### src/rtl/r_arb_pkg.sv
`default_nettype none
// ============================================================================
// Module      : r_arb_pkg
// Description : Shared types, width helpers and round-robin search for the
//               R-channel burst arbiter.
// Revision    : 1.0 - initial release
// ============================================================================
package r_arb_pkg;

    typedef enum logic [0:0] {
        IDLE   = 1'b0,
        LOCKED = 1'b1
    } arb_state_e;

    localparam int c_max_src = 64;
    localparam int c_idx_w   = $clog2(c_max_src);

    typedef struct packed {
        logic               found;
        logic [c_idx_w-1:0] idx;
    } rr_pick_t;

    function automatic int unsigned src_idx_w(input int unsigned num_src);
        if (num_src > 1) return $clog2(num_src);
        return 1;
    endfunction

    function automatic int unsigned beat_cnt_w(input int unsigned max_beats);
        return $clog2(max_beats + 1);
    endfunction

    // First set bit at or above ptr, wrapping at num_src.
    function automatic rr_pick_t rr_pick(input logic [c_max_src-1:0] req,
                                         input int unsigned          ptr,
                                         input int unsigned          num_src);
        rr_pick_t    pick;
        int unsigned s;
        pick = '0;
        for (int unsigned k = 0; k < c_max_src; k++) begin
            s = ptr + k;
            if (s >= num_src) s = s - num_src;
            if ((k < num_src) && !pick.found && req[s[c_idx_w-1:0]]) begin
                pick.found = 1'b1;
                pick.idx   = s[c_idx_w-1:0];
            end
        end
        return pick;
    endfunction

endpackage
`default_nettype wire

### src/rtl/r_if.sv
`default_nettype none
// ============================================================================
// Module      : r_if
// Description : AXI-style R-channel stream bundle.
// Revision    : 1.0 - initial release
// ============================================================================
interface r_if #(
    parameter int ID_WIDTH   = 4,
    parameter int DATA_WIDTH = 64
);
    logic                  valid;
    logic                  ready;
    logic [ID_WIDTH-1:0]   id;
    logic [DATA_WIDTH-1:0] data;
    logic [1:0]            resp;
    logic                  last;

    modport sender   (output valid, id, data, resp, last, input  ready);
    modport receiver (input  valid, id, data, resp, last, output ready);
endinterface
`default_nettype wire

### src/rtl/rr_pick_comb.sv
`default_nettype none
// ============================================================================
// Module      : rr_pick_comb
// Description : Combinational round-robin picker; one-hot and encoded grant.
// Revision    : 1.0 - initial release
// ============================================================================
module rr_pick_comb
    import r_arb_pkg::*;
#(
    parameter int NUM_SRC = 4,
    parameter int SRC_W   = 2
) (
    input  logic [NUM_SRC-1:0] i_req,
    input  logic [SRC_W-1:0]   i_ptr,
    output logic [NUM_SRC-1:0] o_grant_oh,
    output logic [SRC_W-1:0]   o_grant_idx
);
    logic [c_max_src-1:0] w_req_ext;
    rr_pick_t             w_pick;

    always_comb begin
        w_req_ext              = '0;
        w_req_ext[NUM_SRC-1:0] = i_req;
        w_pick                 = rr_pick(w_req_ext, 32'(i_ptr), NUM_SRC);
    end

    assign o_grant_idx = w_pick.idx[SRC_W-1:0];

    for (genvar k = 0; k < NUM_SRC; k++) begin : g_oh
        assign o_grant_oh[k] = w_pick.found && (w_pick.idx == c_idx_w'(k));
    end
endmodule
`default_nettype wire

### src/rtl/r_burst_arbiter.sv
`default_nettype none
// ============================================================================
// Module      : r_burst_arbiter
// Description : Burst-locked round-robin merge of NUM_SRC R-channel streams.
// Revision    : 1.0 - initial release
// ============================================================================
module r_burst_arbiter
    import r_arb_pkg::*;
#(
    parameter int NUM_SRC    = 4,
    parameter int ID_WIDTH   = 4,
    parameter int DATA_WIDTH = 64,
    parameter int MAX_BEATS  = 32
) (
    input  logic                            clk,
    input  logic                            rst,
    input  logic [NUM_SRC-1:0]              in_valid,
    output logic [NUM_SRC-1:0]              in_ready,
    input  logic [NUM_SRC*ID_WIDTH-1:0]     in_id,
    input  logic [NUM_SRC*DATA_WIDTH-1:0]   in_data,
    input  logic [NUM_SRC*2-1:0]            in_resp,
    input  logic [NUM_SRC-1:0]              in_last,
    r_if.sender                             out_r,
    output logic [src_idx_w(NUM_SRC)-1:0]   out_src,
    output logic                            busy,
    output logic                            overrun_err
);
    localparam int c_src_w = src_idx_w(NUM_SRC);
    localparam int c_cnt_w = beat_cnt_w(MAX_BEATS);

    arb_state_e           r_state;
    arb_state_e           w_state_nxt;
    logic [c_src_w-1:0]   grant_q;
    logic [c_src_w-1:0]   rr_ptr_q;
    logic [c_cnt_w-1:0]   beat_cnt_q;
    logic [NUM_SRC-1:0]   w_pick_oh;
    logic [c_src_w-1:0]   w_pick_idx;
    logic                 w_found;
    logic                 w_xfer;

    logic [ID_WIDTH-1:0]   w_id   [NUM_SRC];
    logic [DATA_WIDTH-1:0] w_data [NUM_SRC];
    logic [1:0]            w_resp [NUM_SRC];

    for (genvar k = 0; k < NUM_SRC; k++) begin : g_unpack
        assign w_id[k]   = in_id[k*ID_WIDTH +: ID_WIDTH];
        assign w_data[k] = in_data[k*DATA_WIDTH +: DATA_WIDTH];
        assign w_resp[k] = in_resp[k*2 +: 2];
    end

    rr_pick_comb #(
        .NUM_SRC (NUM_SRC),
        .SRC_W   (c_src_w)
    ) u_pick (
        .i_req       (in_valid),
        .i_ptr       (rr_ptr_q),
        .o_grant_oh  (w_pick_oh),
        .o_grant_idx (w_pick_idx)
    );

    assign w_found = |w_pick_oh;

    always_ff @(posedge clk) begin
        if (rst) r_state <= IDLE;
        else     r_state <= w_state_nxt;
    end

    always_comb begin
        w_state_nxt = r_state;
        w_xfer      = 1'b0;
        in_ready    = '0;
        out_r.valid = 1'b0;
        out_r.id    = '0;
        out_r.data  = '0;
        out_r.resp  = '0;
        out_r.last  = 1'b0;
        out_src     = '0;
        busy        = 1'b0;
        case (r_state)
            IDLE: begin
                if (w_found) w_state_nxt = LOCKED;
            end
            LOCKED: begin
                busy              = 1'b1;
                out_src           = grant_q;
                out_r.valid       = in_valid[grant_q];
                out_r.id          = w_id[grant_q];
                out_r.data        = w_data[grant_q];
                out_r.resp        = w_resp[grant_q];
                out_r.last        = in_last[grant_q];
                in_ready[grant_q] = out_r.ready;
                w_xfer            = in_valid[grant_q] & out_r.ready;
                if (w_xfer && in_last[grant_q]) w_state_nxt = IDLE;
            end
            default: w_state_nxt = IDLE;
        endcase
    end

    // Counter saturates so an overrunning burst cannot wrap back to a legal count.
    always_ff @(posedge clk) begin
        if (rst) begin
            grant_q     <= '0;
            rr_ptr_q    <= '0;
            beat_cnt_q  <= '0;
            overrun_err <= 1'b0;
        end else if (r_state == IDLE) begin
            if (w_found) begin
                grant_q    <= w_pick_idx;
                beat_cnt_q <= '0;
            end
        end else if (w_xfer) begin
            if (beat_cnt_q != c_cnt_w'(MAX_BEATS)) beat_cnt_q <= beat_cnt_q + 1'b1;
            if (in_last[grant_q]) begin
                rr_ptr_q <= (grant_q == c_src_w'(NUM_SRC - 1)) ? '0 : grant_q + 1'b1;
            end else if (beat_cnt_q == c_cnt_w'(MAX_BEATS - 1)) begin
                overrun_err <= 1'b1;
            end
        end
    end
endmodule
`default_nettype wire

### src/flat_wrapper.sv
// flat-port wrapper written by rule: the top's interface ports become plain ports
module r_burst_arbiter_flat import r_arb_pkg::*;
#(
    parameter int NUM_SRC    = 4,
    parameter int ID_WIDTH   = 4,
    parameter int DATA_WIDTH = 64,
    parameter int MAX_BEATS  = 32
)
  (clk, rst, in_valid, in_ready, in_id, in_data, in_resp, in_last, out_src, busy, overrun_err, out_r_valid, out_r_id, out_r_data, out_r_resp, out_r_last, out_r_ready);
  r_if #(.ID_WIDTH(ID_WIDTH), .DATA_WIDTH(DATA_WIDTH)) out_r_i ();
  input  logic clk;
  input  logic rst;
  input  logic [NUM_SRC-1:0] in_valid;
  output logic [NUM_SRC-1:0] in_ready;
  input  logic [NUM_SRC*ID_WIDTH-1:0] in_id;
  input  logic [NUM_SRC*DATA_WIDTH-1:0] in_data;
  input  logic [NUM_SRC*2-1:0] in_resp;
  input  logic [NUM_SRC-1:0] in_last;
  output logic [src_idx_w(NUM_SRC)-1:0] out_src;
  output logic busy;
  output logic overrun_err;
  output wire logic [$bits(out_r_i.valid)-1:0] out_r_valid;
  output wire logic [$bits(out_r_i.id)-1:0] out_r_id;
  output wire logic [$bits(out_r_i.data)-1:0] out_r_data;
  output wire logic [$bits(out_r_i.resp)-1:0] out_r_resp;
  output wire logic [$bits(out_r_i.last)-1:0] out_r_last;
  input wire logic [$bits(out_r_i.ready)-1:0] out_r_ready;
  assign out_r_valid = out_r_i.valid;
  assign out_r_id = out_r_i.id;
  assign out_r_data = out_r_i.data;
  assign out_r_resp = out_r_i.resp;
  assign out_r_last = out_r_i.last;
  assign out_r_i.ready = out_r_ready;
  r_burst_arbiter #(.NUM_SRC(NUM_SRC), .ID_WIDTH(ID_WIDTH), .DATA_WIDTH(DATA_WIDTH), .MAX_BEATS(MAX_BEATS)) u_core (.clk(clk), .rst(rst), .in_valid(in_valid), .in_ready(in_ready), .in_id(in_id), .in_data(in_data), .in_resp(in_resp), .in_last(in_last), .out_r(out_r_i), .out_src(out_src), .busy(busy), .overrun_err(overrun_err));
endmodule
### config.mk
export PLATFORM = sky130hd
export DESIGN_NAME = r_burst_arbiter_flat
export DESIGN_NICKNAME = d
export VERILOG_FILES = /design/src/rtl/r_arb_pkg.sv /design/src/rtl/r_if.sv /design/src/rtl/rr_pick_comb.sv /design/src/rtl/r_burst_arbiter.sv /design/src/flat_wrapper.sv
export SDC_FILE = /design/constraint.sdc
export NUM_CORES = 1
export LEC_CHECK = 0
export ABC_CLOCK_PERIOD_IN_PS = 2700
export CAP_MARGIN = 20
export CORE_AREA = 4 4 141 143
export DETAILED_ROUTE_END_ITERATION = 6
export DIE_AREA = 0 0 145 147
export GPL_ROUTABILITY_DRIVEN = 1
export GPL_TIMING_DRIVEN = 0
export PLACE_DENSITY = 0.59
export SLEW_MARGIN = 20
export SYNTH_ARGS = -nofsm -noshare
export SYNTH_HDL_FRONTEND = slang
export SYNTH_SLANG_ARGS = --single-unit
### constraint.sdc
create_clock -name clk -period 2.7 [get_ports clk]
set_input_delay 0.54 -clock clk [delete_from_list [all_inputs] [get_ports clk]]
set_output_delay 0.54 -clock clk [all_outputs]
set_load 0.02 [all_outputs]
-- Yosys cells after proc, flatten, opt, wreduce, memory -nomap -nowiden
Cells that the tools add are included.
Widths: inputs -> output; s select.
- register bits after elaboration: 12
- latch bits: 0
- bits in writable memories: 0
- ROM bits: 0
- input port bits: 291
- output and inout port bits: 80
- logic and storage cells: 105
- memories: 0
- add/sub/neg operators: 9
- multipliers: 0
- div/mod/pow operators: 0
- order comparisons: 11
- eq/ne operators: 8
- shift-type cells: 0
- mux-type cells: 48
- bitwise gates (word level): 5
- reductions and logical operators: 19
- operators with widths (operator ; count):
    $mux 64 ; 3
    $bmux 64 s2 ; 1
    $mux 6 ; 8
    $lt 6x7->1 const B ; 4
    $mux 7 ; 4
    $bmux 1 s6 ; 4
    $mux 4 ; 4
    $mux 1 ; 13
    $eq 6x2->1 const B ; 2
    $ge 3x3->1 const B ; 4
    $sub 3x3->4 const B ; 3
    $mux 2 ; 5
    $logic_and 1x1->1 ; 9
    $bmux 4 s2 ; 1
    $add 2x2->3 const B ; 2
    $add 6x1->6 const B ; 1
    $eq 6x1->1 const B ; 1
    $eq 6x5->1 const B ; 1
    $logic_not 6->1 ; 1
    $ne 6x6->1 const B ; 1
    $reduce_and 3->1 ; 2
    $and 4x4->4 ; 1
    $bmux 1 s2 ; 2
    $bmux 2 s2 ; 1
    18 further kinds ; 22

-- Logic depth before layout (Yosys ltp)
- word-level depth: 19
- depth in mapped cells: 9
- depth with buffers taken out: 7

-- Modules after synthesis
A second synthesis with hierarchy kept.
- cells, all modules: 286
- area total of the unflattened synthesis: 3250.6 sq um
- by module, submodules not included (module ; instances ; cells an instance ; area an instance (sq um) ; seq. area each (sq um)):
    r_burst_arbiter ; 1 ; 245 ; 2882.8 ; 240.2
    rr_pick_comb ; 1 ; 41 ; 367.9 ; 0.0

-- Least setup slack after synthesis
No wires, ideal clock.
- path kind: register -> register
- from: register u_core.rr_ptr_q[0]
- to: register u_core.beat_cnt_q[1]
- setup time: 0.084 ns
- arrival: 2.154 ns
- data required time: 2.616 ns
- path slack: 0.462 ns
- cell stages (with the launch flop): 10
- buffers on the path: 2
- period minus slack after synthesis: 2.238 ns
- cell sequence: dfxtp_1 buf_2 inv_1 ha_1 buf_6 mux2i_1 nand3_1 a32o_1 a21o_1 o31ai_2
- word-level cells in the longest chain between the ends: 19
- elaborated cells on any way between the ends: 44
- classes of those cells: add/sub (7); order compare (4); eq/ne (3); mux (16); reduce/logical (14)
- RTL lines (what ; line ; RTL):
    start: declaration ; r_burst_arbiter.sv:34 ; logic [c_src_w-1:0] rr_ptr_q;
    start signal: assignment ; r_burst_arbiter.sv:114 ; rr_ptr_q <= (grant_q == c_src_w'(NUM_SRC - 1)) ? '0 : grant_q + 1'b1;
    parallel branches: the longest is 13 deep, another holds $sub 3x3->4 ; n/a ;
    $mux 7 * ; r_arb_pkg.sv:42 ; if ((k < num_src) && !pick.found && req[s[c_idx_w-1:0]]) begin
    $eq 6x1->1 (tied with other cells) ; rr_pick_comb.sv:30 ; assign o_grant_oh[k] = w_pick.found && (w_pick.idx == c_idx_w'(k));
    $logic_and 1x1->1 ; rr_pick_comb.sv:30 ;
    $reduce_or 4->1 * ; r_burst_arbiter.sv:61 ; assign w_found = |w_pick_oh;
    $reduce_bool 2->1 (no line) * ; n/a ;
    $reduce_and 3->1 (no line) * ; n/a ;
    end signal: assignment ; r_burst_arbiter.sv:112 ; if (beat_cnt_q != c_cnt_w'(MAX_BEATS)) beat_cnt_q <= beat_cnt_q + 1'b1;
    end: declaration ; r_burst_arbiter.sv:35 ; logic [c_cnt_w-1:0] beat_cnt_q;
Every way passes the cells marked *. The select of a mux whose other input is x is not followed.
A chain may end at the register's enable or synchronous reset.

-- Final worst setup path
- from: input in_data[255]
- to: output out_r_data[63]
- word-level cells in the longest chain between the ends: 4
- RTL lines (what ; line ; RTL):
    start: declaration ; flat_wrapper.sv:16 ; input logic [NUM_SRC*DATA_WIDTH-1:0] in_data;
    $bmux 64 s2 ; r_burst_arbiter.sv:88 ; out_r.data = w_data[grant_q];
    $mux 64 (not written as such) (2 in series) ; r_burst_arbiter.sv:88 ;
    $mux 64 ; r_burst_arbiter.sv:79 ; case (r_state)
    end: declaration ; flat_wrapper.sv:24 ; output wire logic [$bits(out_r_i.data)-1:0] out_r_data;
No other way between the ends. The select of a mux whose other input is x is not followed.

==> run_results.csv <==
group,metric,value,unit
clocking,cts_tree,"yes",
placement,io_buffer_count,367,
floorplanning,dieArea,21300,sq um
power,p_leak,0.00279,uW
placement,dp_hpwl,18100,microns
global_routing,first_global_vias,4517,
power,power.total,2030,uW
worst_hold_path,hp-class,"flop to flop",
logic_synthesis,async_reset_ff_share,0,%
sta,final_max_slew_viol_count,0,
sta,max_slew.worst_pin.slew,0.407,ns
power,ir_drop,0.160,mV
worst_setup_path,cp_max_fo,1,
logic_synthesis,synth_edf_count,0,
drt,drtAntennaViolNets,0,
logic_synthesis,yosys_most_used_dff,"dfxtp_1",
clocking,cts_num_sinks,12,
clocking,ctsRootBufferMaster,"clkbuf_16",
sta,hold_violations,0,
finish,finalNetCount,961,
clocking,cts.clk_slew.worst_paths,0.04,ns
worst_setup_path,worstPathArrival,2.13,ns
global_routing,track_usage,17.7,%
logic_synthesis,synthTopCellsByArea,"mux4_2 51%, and2_1 15%, dfxtp_1 7.5%",
drt,wl_per_cell,22.6,microns
finish,drive_gt1_share,16.5,%
run_status,status,"completed",
floorplanning,initial_utilization,17.1,%
drt,drt_first_iter_violations,145,
logic_synthesis,yosysTopAreaCell,"mux4_2",
clocking,clock_latency,0.24,ns
sta,clock.fmax,374,MHz
clocking,htreeDepth,1,
sta,whs,0.524,ns
worst_setup_path,reg2reg_depth,9,
clocking,clockBufferDepth,2,
sta,tns,0,ns
drt,wl,20300,microns
logic_synthesis,synthTopCellsByCount,"74 x and2_1, 72 x mux4_2, 15 x clkbuf_1",
global_routing,overflow,0,
logic_synthesis,ys_warn_count,0,
logic_synthesis,synth.distinct_cells,41,
placement,place.gp.congestion,0.887,
sta,setup_viol,0,
job,cap_violations,0,
worst_setup_path,criticalPathCategory,"primary input to output port",
drt,drtPass1Iterations,4,
floorplanning,coreArea,18600,sq um
global_routing,grt_first_pass_wirelength,29200,microns
sta,fin_crit,2.67,ns
drt,vias_per_cell,4.55,
sta,fin_skew,0.000894,ns
logic_synthesis,synth_most_common_cell,"and2_1",
power,power_density,278,nW/um^2
logic_synthesis,syn_area,3180,sq um
floorplanning,rows,50,
logic_synthesis,synth-seq-cells,12,
drt,drc,0,
floorplanning,die_x,145,microns
logic_synthesis,synth_top_area_share,50.9,%
finish,area_delta_synth_final,129,%
worst_setup_path,startpoint_type,"primary input",
finish,fin_util,39.2,%
global_routing,antenna_found_initial,4,
logic_synthesis,syn_nets,589,
drt,vias,4082,
clocking,cts_setup_buffers,0,
worst_hold_path,hold_path_depth,2,
global_routing,grt_max_degree,11,
worst_setup_path,cp-end-kind,"output port",
sta,period_share,98.9,%
floorplanning,die_y,147,microns
logic_synthesis,synthCells,289,
sta,slew_headroom,72.8,%
clocking,numCtsBuffers,3,
worst_setup_path,crit_required,2.16,ns
logic_synthesis,ys_seq_area_share,7.54,%
floorplanning,ios,371,
logic_synthesis,syn_avg_cell_area,11.0,sq um
[metrics by stage]
stage                     area (sq um)  setup WS, ns  instances
after floorplan                   3180         0.462        289
after global placement            7150        -0.644        890
after detailed placement          7150        -0.735        890
after CTS                         7250        0.0312        894
after global routing              7280      -0.00322        896
final                             7280        0.0287        897
[logic make-up (layout without fill, tap and decap cells)]
family	Yosys count	in the layout	synth area share, %
AO/OA/AOI/OAI	30	30	7.86
multiplexers	78	78	52.8
adder cells (fa/ha/maj)	9	9	3.54
buffers and inverters	43	414	6.36
AND/OR/NAND/NOR	113	113	20.8
other	0	3	0
XOR/XNOR	4	4	1.10
flip-flops	12	12	7.54
[area by class of cell]
cell class	count	area (sq um)
tap	234	293
timing repair buffer	367	3580
inverter	11	41.3
sequential	12	241
fill	1854	11300
clock buffer	4	88.8
antenna	3	7.51
multi-input combinational	234	2760
buffer	32	263
[where the power goes]
part	internal, uW	switching (uW)	leakage (uW)	total [uW]
Clock	224	78.6	0.0000442	302
Sequential	185	8.26	0.0000979	193
Combinational	899	631	0.00265	1530
Total	1310	718	0.00279	2030
[worst max-delay path, stage by stage]
cell             delay, ns
clkdlybuf4s50_1       0.39
mux4_2                0.47
and2_1                0.18
clkdlybuf4s50_1       0.55
[state kept, by name (all words and copies together), names as in the netlist]
signal,count
u_core.overrun_err,1
u_core.r_state,1
u_core.beat_cnt_q,6
u_core.grant_q,2
u_core.rr_ptr_q,2
[repair_timing]
item | CTS | global route
gates resized for setup | 108 | 10
endpoints found under the setup margin | 78 | 9
hold endpoints to repair | 0 | 0
hold buffers | 0 | 0
[worst paths after layout]
check / from / to / slack (ns)
max: in_data[255] / out_r_data[63] / 0.03
min: u_core.beat_cnt_q[1] / u_core.beat_cnt_q[1] / 0.52
max reg2reg: u_core.rr_ptr_q[0] / u_core.beat_cnt_q[1] / 0.17
min reg2reg: u_core.beat_cnt_q[1] / u_core.beat_cnt_q[1] / 0.52
[layout by cell type (no fill, tap or decap), types with 4 or more instances in the layout]
master	Yosys	final
mux2i_1	6	5
ha_1	9	9
and3_1	6	6
clkbuf_2	0	5
a211oi_1	4	4
clkdlybuf4s50_1	0	295
dlygate4sd2_1	0	70
a21oi_1	6	6
nor2_1	10	10
a21o_1	4	4
and2_1	74	74
mux4_2	72	72
buf_6	4	11
inv_1	11	11
nor2b_1	4	4
nand2_1	8	8
dfxtp_1	12	11
clkbuf_4	0	4
clkbuf_1	15	6
[metal layers]
metal  up-vias  part of all wire [%]  global-route usage [%]
met4         2                   1.9                    3.75
li1       1874                     -                       -
met5         -                 0.064                       0
met2       200                    52                    32.4
met1      1984                    39                    21.5
met3        22                   6.7                    3.86
Power figures use the tool's default switching activity.
